### src/rtl/reg_to_stream_if.sv
// Bundle for reg_to_stream: the producer load port and the byte-wide TX stream.
// The slave modport is the serializer's view; the master modport is the producer/sink view.
interface reg_to_stream_if #(
    parameter int DATA_BYTES = 16
);
    logic [DATA_BYTES*8-1:0] i_data;
    logic [7:0]              i_data_len;
    logic                    i_load;
    logic                    o_load_ready;
    logic [7:0]              o_tdata;
    logic                    o_tvalid;
    logic                    i_tready;
    logic                    o_tlast;
    logic                    o_done;
    logic                    o_len_clamped;

    modport slave (
        input  i_data, i_data_len, i_load, i_tready,
        output o_load_ready, o_tdata, o_tvalid, o_tlast, o_done, o_len_clamped
    );

    modport master (
        output i_data, i_data_len, i_load, i_tready,
        input  o_load_ready, o_tdata, o_tvalid, o_tlast, o_done, o_len_clamped
    );
endinterface

### src/rtl/reg_to_stream.sv
// Captures a wide register snapshot and drains it onto a byte stream, byte 0 first, with tlast.
//   state | meaning
//   IDLE  | ready for a snapshot; stream idle
//   SEND  | shadow copy being emitted, one byte per accepted beat
module reg_to_stream #(
    parameter int DATA_BYTES = 16
) (
    input  logic            clk,
    input  logic            rst_n,
    reg_to_stream_if.slave  bus
);
    typedef enum logic {IDLE, SEND} state_t;

    localparam logic [7:0] MAX_LEN = 8'(DATA_BYTES);

    state_t                  state_q;
    logic [DATA_BYTES*8-1:0] shadow_q;
    logic [7:0]              eff_len_q;
    logic [7:0]              idx_q;
    logic [7:0]              tdata_q;
    logic                    tvalid_q;
    logic                    tlast_q;
    logic                    load_ready_q;
    logic                    done_q;
    logic                    clamped_q;

    logic                    clamp_d;
    logic [7:0]              eff_len_d;
    logic [7:0]              idx_d;
    logic [7:0]              next_byte_d;

    always_comb begin
        clamp_d     = (bus.i_data_len > MAX_LEN);
        eff_len_d   = clamp_d ? MAX_LEN : bus.i_data_len;
        idx_d       = idx_q + 8'd1;
        next_byte_d = shadow_q[{idx_d, 3'b000} +: 8];
    end

    // tdata/tlast are precomputed one beat ahead so every stream output leaves a flop.
    always_ff @(posedge clk or negedge rst_n) begin
        if (!rst_n) begin
            state_q      <= IDLE;
            shadow_q     <= '0;
            eff_len_q    <= '0;
            idx_q        <= '0;
            tdata_q      <= '0;
            tvalid_q     <= 1'b0;
            tlast_q      <= 1'b0;
            load_ready_q <= 1'b1;
            done_q       <= 1'b0;
            clamped_q    <= 1'b0;
        end else begin
            done_q    <= 1'b0;
            clamped_q <= 1'b0;
            case (state_q)
                IDLE: begin
                    if (bus.i_load) begin
                        shadow_q  <= bus.i_data;
                        eff_len_q <= eff_len_d;
                        idx_q     <= '0;
                        clamped_q <= clamp_d;
                        if (eff_len_d != 8'd0) begin
                            state_q      <= SEND;
                            load_ready_q <= 1'b0;
                            tvalid_q     <= 1'b1;
                            tdata_q      <= bus.i_data[7:0];
                            tlast_q      <= (eff_len_d == 8'd1);
                        end
                    end
                end
                SEND: begin
                    if (bus.i_tready) begin
                        if (tlast_q) begin
                            state_q      <= IDLE;
                            load_ready_q <= 1'b1;
                            tvalid_q     <= 1'b0;
                            tlast_q      <= 1'b0;
                            done_q       <= 1'b1;
                        end else begin
                            idx_q   <= idx_d;
                            tdata_q <= next_byte_d;
                            tlast_q <= (idx_d == eff_len_q - 8'd1);
                        end
                    end
                end
                default: state_q <= IDLE;
            endcase
        end
    end

    assign bus.o_load_ready  = load_ready_q;
    assign bus.o_tdata       = tdata_q;
    assign bus.o_tvalid      = tvalid_q;
    assign bus.o_tlast       = tlast_q;
    assign bus.o_done        = done_q;
    assign bus.o_len_clamped = clamped_q;
endmodule
### src/flat_wrapper.sv
// flat-port wrapper written by rule: the top's interface ports become plain ports
module reg_to_stream_flat 
#(
    parameter int DATA_BYTES = 16
)
  (clk, rst_n, bus_i_data, bus_i_data_len, bus_i_load, bus_i_tready, bus_o_load_ready, bus_o_tdata, bus_o_tvalid, bus_o_tlast, bus_o_done, bus_o_len_clamped);
  reg_to_stream_if #(.DATA_BYTES(DATA_BYTES)) bus_i ();
  input  logic clk;
  input  logic rst_n;
  input wire logic [$bits(bus_i.i_data)-1:0] bus_i_data;
  input wire logic [$bits(bus_i.i_data_len)-1:0] bus_i_data_len;
  input wire logic [$bits(bus_i.i_load)-1:0] bus_i_load;
  input wire logic [$bits(bus_i.i_tready)-1:0] bus_i_tready;
  output wire logic [$bits(bus_i.o_load_ready)-1:0] bus_o_load_ready;
  output wire logic [$bits(bus_i.o_tdata)-1:0] bus_o_tdata;
  output wire logic [$bits(bus_i.o_tvalid)-1:0] bus_o_tvalid;
  output wire logic [$bits(bus_i.o_tlast)-1:0] bus_o_tlast;
  output wire logic [$bits(bus_i.o_done)-1:0] bus_o_done;
  output wire logic [$bits(bus_i.o_len_clamped)-1:0] bus_o_len_clamped;
  assign bus_i.i_data = bus_i_data;
  assign bus_i.i_data_len = bus_i_data_len;
  assign bus_i.i_load = bus_i_load;
  assign bus_i.i_tready = bus_i_tready;
  assign bus_o_load_ready = bus_i.o_load_ready;
  assign bus_o_tdata = bus_i.o_tdata;
  assign bus_o_tvalid = bus_i.o_tvalid;
  assign bus_o_tlast = bus_i.o_tlast;
  assign bus_o_done = bus_i.o_done;
  assign bus_o_len_clamped = bus_i.o_len_clamped;
  reg_to_stream #(.DATA_BYTES(DATA_BYTES)) u_core (.clk(clk), .rst_n(rst_n), .bus(bus_i));
endmodule
### config.mk
export PLATFORM = sky130hd
export DESIGN_NAME = reg_to_stream_flat
export DESIGN_NICKNAME = d
export VERILOG_FILES = /design/src/rtl/reg_to_stream_if.sv /design/src/rtl/reg_to_stream.sv /design/src/flat_wrapper.sv
export SDC_FILE = /design/constraint.sdc
export NUM_CORES = 1
export LEC_CHECK = 0
export BUFFER_PORTS_ARGS = -buffer_cell sky130_fd_sc_hd__buf_2
export CAP_MARGIN = 20
export CORE_MARGIN = 3
export CORE_UTILIZATION = 45
export DETAILED_ROUTE_END_ITERATION = 12
export MAX_ROUTING_LAYER = met4
export PLACE_DENSITY = 0.74
export RECOVER_POWER = 100
export SLEW_MARGIN = 10
export SYNTH_ARGS = -nofsm -noshare
export SYNTH_HDL_FRONTEND = slang
export SYNTH_SLANG_ARGS = --single-unit
export TNS_END_PERCENT = 100
### constraint.sdc
create_clock -name clk -period 3.3 [get_ports clk]
set_input_delay 0.495 -clock clk [delete_from_list [all_inputs] [get_ports clk]]
set_output_delay 0.495 -clock clk [all_outputs]
set_load 0.01 [all_outputs]
==> results_dict.tcl, run 1 <==
set metrics [dict create \
    rr_worst_depth 6 \
    worstSetupPathType "reg2reg" \
    cts_tree "built" \
    overflow 0 \
    slew_violations 60 \
    min_period_over_period_pct 84.2 \
    relSlewSlack_pct -2.87 \
    drtPass1Iterations 5 \
    fmax_ghz 0.360 \
    diodes 0 \
    detail_route.wl_per_cell_microns 16.2 \
    synthToLayoutAreaGrowth_pct 20.4 \
    coreArea_sq_mm 0.0155 \
    antenna_left 0 \
    hold_depth 3 \
    status "finished with violations" \
    cts_resized 0 \
    initial_core_util_pct 47.0 \
    syn_nets 910 \
    seq_area_frac_synth_pct 54.3 \
    synth.most_common_cell "nand2_1" \
    grt_pass1_vias 5755 \
    synth_warnings 0 \
    total_power_uw 8540 \
    worstPathMaxFanout 26 \
    synth.avg_cell_area_sq_um 9.48 \
    leakagePower_uw 0.00450 \
    die_area_sq_mm 0.0177 \
    yosys.cell_types.count 39 \
    drc 0 \
    dpl.hpwl_microns 13400 \
    drive_gt1_share_pct 23.8 \
    ctsHtreeMaxLevel 4 \
    hp-class "in2reg" \
    antenna_found_initial 0 \
    fin_nets 1045 \
    grt_max_degree 70 \
    num_io_pins 153 \
    powerDensity_mw_per_mm2 975 \
    stdcell_count 1127 \
    synth_area_sq_mm 0.00728 \
    crit_path_start_kind "flip-flop" \
    fp.dieH_microns 133 \
    path_clk_slew_ns 0.07 \
    rows 45 \
    synth_edf_count 0 \
    fin_util_pct 56.6 \
    rsz0062_at_grt "no" \
    fin_setup_tns_ns 0 \
    synthTopCellsByCount "nand2_1, dfrtp_1, clkbuf_1, mux4_2, o21ai_0" \
    synth_seq_cells 158 \
    setup_ws_ns 0.521 \
    numCtsBuffers 17 \
    holdBufCountCts 0 \
    clkSinkCount 158 \
    drt_iter0_markers 438 \
    synth-main-ff-cell "dfrtp_1" \
    synthCells 768 \
    worstPathRequired_ns 3.61 \
    clkLatencyLatePin_ns 0.43 \
    die_w_microns 133 \
    async_reset_ff_share_pct 100 \
    wl_microns 18300 \
    clockRootBuffer "clkbuf_16" \
    yosys-top-cells-area "dfrtp_1, nand2_1, mux4_2" \
    crit_path_end_kind "flip-flop" \
    hold_viol 0 \
    grt_pass1_wl_microns 29100 \
    worstMarginPinSlew_ns 1.54 \
    cts_buffer_depth 2 \
    num_vias 5820 \
    peakVddDrop_mv 0.473 \
    violations "max-capacitance violations, max-slew violations" \
    skew_ns 0.00917 \
    grt.total_usage_pct 21.6 \
    dp_cells 1095 \
    dp_slack_ns 0.784 \
    viasPerCell 5.16 \
    finalSetupViolations 0 \
    crit_arrival_ns 3.09 \
    period_needed_ns 2.78 \
    cts_setup_buffers 0 \
    yosys.area.top_type "dfrtp_1" \
    gp_congestion 0.893 \
    io_buffers 152 \
    cap_violations 1 \
    synth_top_area_share_pct 54.0 \
]
==> critical path: stages, from the launching register on <==
cell and delay, ns:
dfrtp_2 0.54, ha_2 0.77, clkbuf_1 0.48, mux4_2 0.39, a22oi_1 0.19, a21oi_1 0.11
o22a_1 0.19
==> cell type report <==
class | instances | area (sq um)
Inverter | 14 | 52.6
Fill cell | 1371 | 6720
Clock inverter | 14 | 151
Sequential cell | 158 | 3960
Tap cell | 211 | 264
Multi-Input combinational cell | 551 | 3090
Timing Repair Buffer | 161 | 812
Clock buffer | 18 | 429
==> cells in the final DEF, fill, tap and decap left out, types with 3 or more instances in the layout <==
cell,Yosys,layout
nand2_1,379,379
dfrtp_1,157,156
buf_2,3,138
mux4_2,32,32
o21ai_0,29,30
a22oi_1,17,17
clkbuf_16,0,17
clkbuf_1,34,16
inv_1,14,14
xnor2_1,13,13
a21oi_1,12,12
nand3_1,11,11
xor2_1,8,8
o22a_1,8,8
nor2_1,7,7
clkinv_4,0,5
and3_1,4,4
and2_1,6,4
inv_8,0,4
buf_4,3,4
nor3_1,3,3
nor4_1,3,3
clkbuf_2,2,3
==> registers in the layout, indices dropped and copies added (netlist names) <==
signal	flops
u_core.bus.o_done	1
u_core.bus.o_len_clamped	1
u_core.bus.o_load_ready	1
u_core.bus.o_tdata	8
u_core.bus.o_tlast	1
u_core.bus.o_tvalid	1
u_core.eff_len_q	8
u_core.idx_q	8
u_core.shadow_q	128
u_core.state_q	1
==> where the power goes <==
group          total, uW  switching (uW)  internal, uW
registers           3420             630          2790
clock network       1920             853          1070
logic               3200            1650          1550
total               8540            3130          5410
==> path summary, 6_finish.rpt <==
check	from	to	slack [ns]
max in group asynchronous	rst_n	u_core.bus.o_tdata[4]	1.32
hold / removal	bus_i_data[46]	u_core.shadow_q[46]	0.25
setup / recovery	u_core.idx_q[0]	u_core.bus.o_tdata[0]	0.52
setup reg to reg	u_core.idx_q[0]	u_core.bus.o_tdata[0]	0.52
min in group asynchronous	rst_n	u_core.eff_len_q[5]	0.45
hold reg to reg	u_core.shadow_q[95]	u_core.shadow_q[95]	0.47
==> metrics by stage <==
stage / cell area [sq um] / hold WS, ns
6_report: 8760 / 0.248
3_5_place_dp: 8210 / 0.457
3_3_place_gp: 8210 / 0.453
5_1_grt: 8760 / 0.246
4_1_cts: 8790 / 0.0620
2_1_floorplan: 7280 / 0.199
==> cell families (layout without fill, tap and decap cells) <==
| kind of cell | after synthesis | after routing | share of synthesized area (%) |
|---|---|---|---|
| buf+inv | 59 | 207 | 3.39 |
| simple gates | 423 | 423 | 23.2 |
| xor+xnor | 21 | 21 | 2.53 |
| mux | 32 | 32 | 9.90 |
| compound gates | 73 | 73 | 6.29 |
| flops | 158 | 158 | 54.3 |
| fa+ha+maj | 2 | 2 | 0.344 |
==> routing by layer <==
metal	wire length, microns	vias to the layer above	global-route usage [%]
li1	-	2793	-
met1	7540	2814	27.4
met2	9220	185	34.9
met3	1160	28	5.32
met4	344	0	6.40
met5	0	-	-
Power figures use the tool's default switching activity.
==> run 2, diff against run 1 <==
==> constraint.sdc (replaced) <==
create_clock -name clk -period 2.8 [get_ports clk]
set_input_delay 0.42 -clock clk [delete_from_list [all_inputs] [get_ports clk]]
set_output_delay 0.42 -clock clk [all_outputs]
set_load 0.01 [all_outputs]
==> results_dict.tcl, run 2 (synthesis gave the netlist of run 1 again) <==
set metrics [dict create \
    viasPerCell 5.16 \
    initial_core_util_pct 47.0 \
    finalSetupViolations 0 \
    crit_path_start_kind "flip-flop" \
    largest_register "u_core.shadow_q" \
    synthToLayoutAreaGrowth_pct 21.4 \
    die_w_microns 133 \
    hold_viol 0 \
    antenna_found_initial 0 \
    drt_iter0_markers 491 \
    rows 45 \
    fin_setup_tns_ns 0 \
    min_period_over_period_pct 84.2 \
    io_buffers 152 \
    worstPathRequired_ns 3.10 \
    crit_path_end_kind "flip-flop" \
    grt_pass1_wl_microns 30100 \
    worstMarginPinSlew_ns 1.39 \
    num_io_pins 153 \
    status "finished, final reports clean" \
    clockRootBuffer "clkbuf_16" \
    diodes 0 \
    num_vias 5818 \
    grt_max_degree 154 \
    total_power_uw 10300 \
    period_needed_ns 2.36 \
    rsz0062_at_grt "no" \
    crit_arrival_ns 2.66 \
    fin_nets 1046 \
    hp-class "in2reg" \
    largest_reg_flops 128 \
    final_cell_mix "nand2_1, dfrtp_1, buf_2, mux4_2, o21ai_0" \
    grt_pass1_vias 5989 \
    fin_util_pct 57.1 \
    powerDensity_mw_per_mm2 1170 \
    numCtsBuffers 17 \
    grt.total_usage_pct 22.3 \
    gp_congestion 0.896 \
    dpl.hpwl_microns 13200 \
    peakVddDrop_mv 0.670 \
    wl_microns 18500 \
    antenna_left 0 \
    drc 0 \
    cts_buffer_depth 2 \
    layout_commonest_cell "nand2_1" \
    drtPass1Iterations 5 \
    clkSinkCount 158 \
    detail_route.wl_per_cell_microns 16.4 \
    drive_gt1_share_pct 23.8 \
    worstPathMaxFanout 153 \
    ctsHtreeMaxLevel 4 \
    path_clk_slew_ns 0.07 \
    leakagePower_uw 0.00454 \
    cap_violations 0 \
    die_area_sq_mm 0.0177 \
    overflow 0 \
    relSlewSlack_pct 7.09 \
    skew_ns 0.00725 \
    clkLatencyLatePin_ns 0.43 \
    cts_tree "built" \
    slew_violations 0 \
    worstSetupPathType "reg2reg" \
    fmax_ghz 0.424 \
    coreArea_sq_mm 0.0155 \
    fp.dieH_microns 133 \
]
## run 2: changes by cell type in the layout (fill, tap and decap cells not counted), moves of 2 or more
cell,change
clkinv_2,+3
bufinv_16,+2
clkbuf_1,-2
clkinvlp_4,-2
buf_4,-2
buf_12,+2
## run 2: timing repair
item | CTS | global route
buffers inserted | 0 | 0
hold endpoints to repair | 51 | 0
resized for setup | 0 | 0
hold buffers | 1 | 0
## run 2: final timing paths
path                                startpoint                  end  slack, ns  depth (start not counted)
setup / recovery                u_core.state_q   u_core.bus.o_tlast       0.44                          5
setup reg to reg                u_core.state_q   u_core.bus.o_tlast       0.44                          5
min in group asynchronous                rst_n  u_core.shadow_q[93]       0.85                          2
hold reg to reg            u_core.shadow_q[28]  u_core.shadow_q[28]       0.47                          2
hold / removal                  bus_i_data[31]  u_core.shadow_q[31]       0.18                          3
max in group asynchronous                rst_n      u_core.idx_q[0]       0.68                          3
## run 2: report_power, final
group	switching, uW	internal (uW)	leakage (uW)
logic	1970	1880	0.00226
registers	728	3290	0.00197
clock network	971	1450	0.000310
total	3670	6620	0.00454
## run 2: per-stage QoR
stage	hold slack (ns)	instances	worst slack, ns	instance area, sq um
finish	0.176	1128	0.441	8840
global route	0.167	1128	0.194	8840
CTS	0.164	1128	0.582	8880
detailed placement	0.414	1095	0.597	8250
global placement	0.412	1095	0.643	8250
floorplan	0.124	768	0.766	7280
## run 2: critical path: stages, from the launching register on
cell and delay (ns):
dfrtp_1 0.74, nand2b_1 0.24, buf_6 0.72, nor4_1 0.12, a21oi_1 0.16, o21ai_0 0.09
## run 2: metal layers
layer  track usage (%)  routed length [microns]  part of all wire, %  vias up
met5                 -                        0                    0        -
met4              6.74                      324                  1.8        0
met3              4.87                     1160                  6.3       26
met2              35.4                     9120                   49      195
met1              29.1                     7860                   43     2810
li1                  -                        -                    -     2787
## run 2: cell type report
class	count	area, sq um
Multi-Input combinational cell	551	3090
Inverter	14	52.6
Timing Repair Buffer	162	855
Clock buffer	18	439
Tap cell	211	264
Clock inverter	14	183
Fill cell	1384	6650
Sequential cell	158	3960
==> run 3, diff against run 2 <==
--- a/config.mk
+++ b/config.mk
@@ -5,13 +5,14 @@
 export SDC_FILE = /design/constraint.sdc
 export NUM_CORES = 1
 export LEC_CHECK = 0
+export ABC_AREA = 1
 export BUFFER_PORTS_ARGS = -buffer_cell sky130_fd_sc_hd__buf_2
 export CAP_MARGIN = 20
 export CORE_MARGIN = 3
 export CORE_UTILIZATION = 45
 export DETAILED_ROUTE_END_ITERATION = 12
 export MAX_ROUTING_LAYER = met4
-export PLACE_DENSITY = 0.74
+export PLACE_DENSITY = 0.73
 export RECOVER_POWER = 100
 export SLEW_MARGIN = 10
 export SYNTH_ARGS = -nofsm -noshare
==> constraint.sdc (replaced) <==
create_clock -name clk -period 2.3 [get_ports clk]
set_input_delay 0.345 -clock clk [delete_from_list [all_inputs] [get_ports clk]]
set_output_delay 0.345 -clock clk [all_outputs]
set_load 0.01 [all_outputs]
==> results_dict.tcl, run 3 <==
set metrics [dict create \
    status "finished, final reports clean" \
    synth_edf_count 0 \
    synth-main-ff-cell "dfrtp_1" \
    ctsHtreeMaxLevel 4 \
    min_period_over_period_pct 87.8 \
    yosys.cell_types.count 25 \
    synthCells 1043 \
    synth.most_common_cell "nand2_1" \
    viasPerCell 5.12 \
    crit_arrival_ns 2.34 \
    setup_ws_ns 0.281 \
    grt_pass1_vias 6761 \
    yosys.area.top_type "dfrtp_1" \
    holdBufCountCts 1 \
    synth.avg_cell_area_sq_um 7.47 \
    design_area_sq_mm 0.00925 \
    hp-class "in2reg" \
    io_buffers 152 \
    worstMarginPinSlew_ns 0.997 \
    synth_seq_cells 158 \
    skew_ns 0.0111 \
    cts_resized 0 \
    grt.total_usage_pct 24.5 \
    wl_microns 21600 \
    synth_top_area_share_pct 50.4 \
    fp.dieH_microns 138 \
    final_cell_mix "nand2_1, dfrtp_1, buf_2, o21ai_0, inv_1" \
    rsz0062_at_grt "no" \
    worstSetupPathType "reg2reg" \
    synth_warnings 0 \
    fin_hold_ws_ns 0.104 \
    leakagePower_uw 0.00486 \
    seq_area_frac_synth_pct 50.7 \
    cts_setup_buffers 0 \
    path_clk_slew_ns 0.07 \
    die_area_sq_mm 0.0189 \
    antenna_left 0 \
    fmax_ghz 0.495 \
    clkSinkCount 158 \
    num_vias 7206 \
    drc 0 \
    synthTopCellsByCount "nand2_1, dfrtp_1, o21ai_0, inv_1, nand3_1" \
    cts_tree "built" \
    clockRootBuffer "clkbuf_16" \
    numCtsBuffers 17 \
    drt_iter0_markers 713 \
    finalSetupViolations 0 \
    dp_slack_ns 0.380 \
    syn_nets 1185 \
    async_reset_ff_share_pct 100 \
    relSlewSlack_pct 33.6 \
    worstPathRequired_ns 2.62 \
    crit_path_start_kind "flip-flop" \
    synthToLayoutAreaGrowth_pct 18.7 \
    detail_route.wl_per_cell_microns 15.4 \
    diodes 0 \
    cap_violations 0 \
    fin_nets 1317 \
    fin_setup_tns_ns 0 \
    largest_reg_flops 128 \
    grt_max_degree 95 \
    period_needed_ns 2.02 \
    hold_viol 0 \
    initial_core_util_pct 46.5 \
    coreArea_sq_mm 0.0168 \
    rows 47 \
    die_w_microns 138 \
    worstPathMaxFanout 17 \
    fin_util_pct 55.2 \
    antenna_found_initial 0 \
    synth_area_sq_mm 0.00779 \
    cts_buffer_depth 2 \
    clkLatencyLatePin_ns 0.43 \
    num_io_pins 153 \
    largest_register "u_core.shadow_q" \
    drive_gt1_share_pct 17.0 \
    dpl.hpwl_microns 15500 \
    overflow 0 \
    peakVddDrop_mv 0.741 \
    gp_congestion 0.902 \
    powerDensity_mw_per_mm2 1380 \
    slew_violations 0 \
    place_area_sq_mm 0.00875 \
    grt_pass1_wl_microns 34800 \
    layout_commonest_cell "nand2_1" \
    crit_path_end_kind "flip-flop" \
    yosys-top-cells-area "dfrtp_1, nand2_1, o21ai_0" \
    drtPass1Iterations 7 \
]
run 3: path summary, 6_finish.rpt:
check / startpoint / end / depth (start not counted) / slack, ns
setup / recovery: u_core.idx_q[0] / u_core.bus.o_tdata[6] / 11 / 0.28
hold / removal: bus_i_data[122] / u_core.shadow_q[122] / 3 / 0.10
setup reg to reg: u_core.idx_q[0] / u_core.bus.o_tdata[6] / 11 / 0.28
hold reg to reg: u_core.shadow_q[42] / u_core.shadow_q[42] / 2 / 0.48
max in group asynchronous: rst_n / u_core.shadow_q[100] / 3 / 0.55
min in group asynchronous: rst_n / u_core.shadow_q[21] / 2 / 0.45
run 3: layout make-up:
| type | instances | area, sq um |
|---|---|---|
| fill | 1664 | 7510 |
| multi-input combinational | 748 | 3250 |
| clock inverter | 13 | 105 |
| sequential | 158 | 3960 |
| inverter | 83 | 314 |
| timing repair buffer | 167 | 896 |
| clock buffer | 19 | 453 |
| tap | 220 | 275 |
run 3: worst max-delay path, stage by stage, from the launching register on:
cell     delay [ns]
dfrtp_4        0.47
ha_1           0.27
nand2_2        0.12
inv_1          0.07
nor2_4         0.39
nand3_1        0.18
nand3_1        0.14
nand2_1        0.06
nand2_1        0.07
nand2_1        0.05
nand2_1        0.05
nand2_1        0.04
run 3: where the power goes:
part / switching (uW) / total, uW / internal, uW
Clock: 1210 / 2670 / 1460
Combinational: 3570 / 5430 / 1860
Sequential: 680 / 4700 / 4020
Total: 5450 / 12800 / 7340
run 3: per-stage QoR:
step | instances | power [uW]
after floorplan | 1043 | 8510
after global placement | 1375 | 10100
after detailed placement | 1375 | 10200
after CTS | 1408 | 12900
after global routing | 1408 | 13900
final | 1408 | 12800
run 3: metal layers:
metal	share of wire (%)	wire length (microns)	vias up	GRT usage, %
met4	1.7	374	0	6.82
met5	0	0	-	-
li1	-	-	3558	-
met1	45	9650	3362	34.7
met2	47	10200	261	36.3
met3	6.6	1440	25	4.31
run 3: cells by family (layout without fill, tap and decap cells):
kind of cell               count (synthesis)  count (layout)  share of synthesized area [%]
and+or+nand+nor                          586             586                           30.0
AOI/OAI and AO/OA                        159             159                           11.1
DFF                                      158             158                           50.7
buffers and inverters                    137             282                           7.55
adders and majority gates                  2               2                          0.321
xor gates and xnor gates                   1               1                          0.209
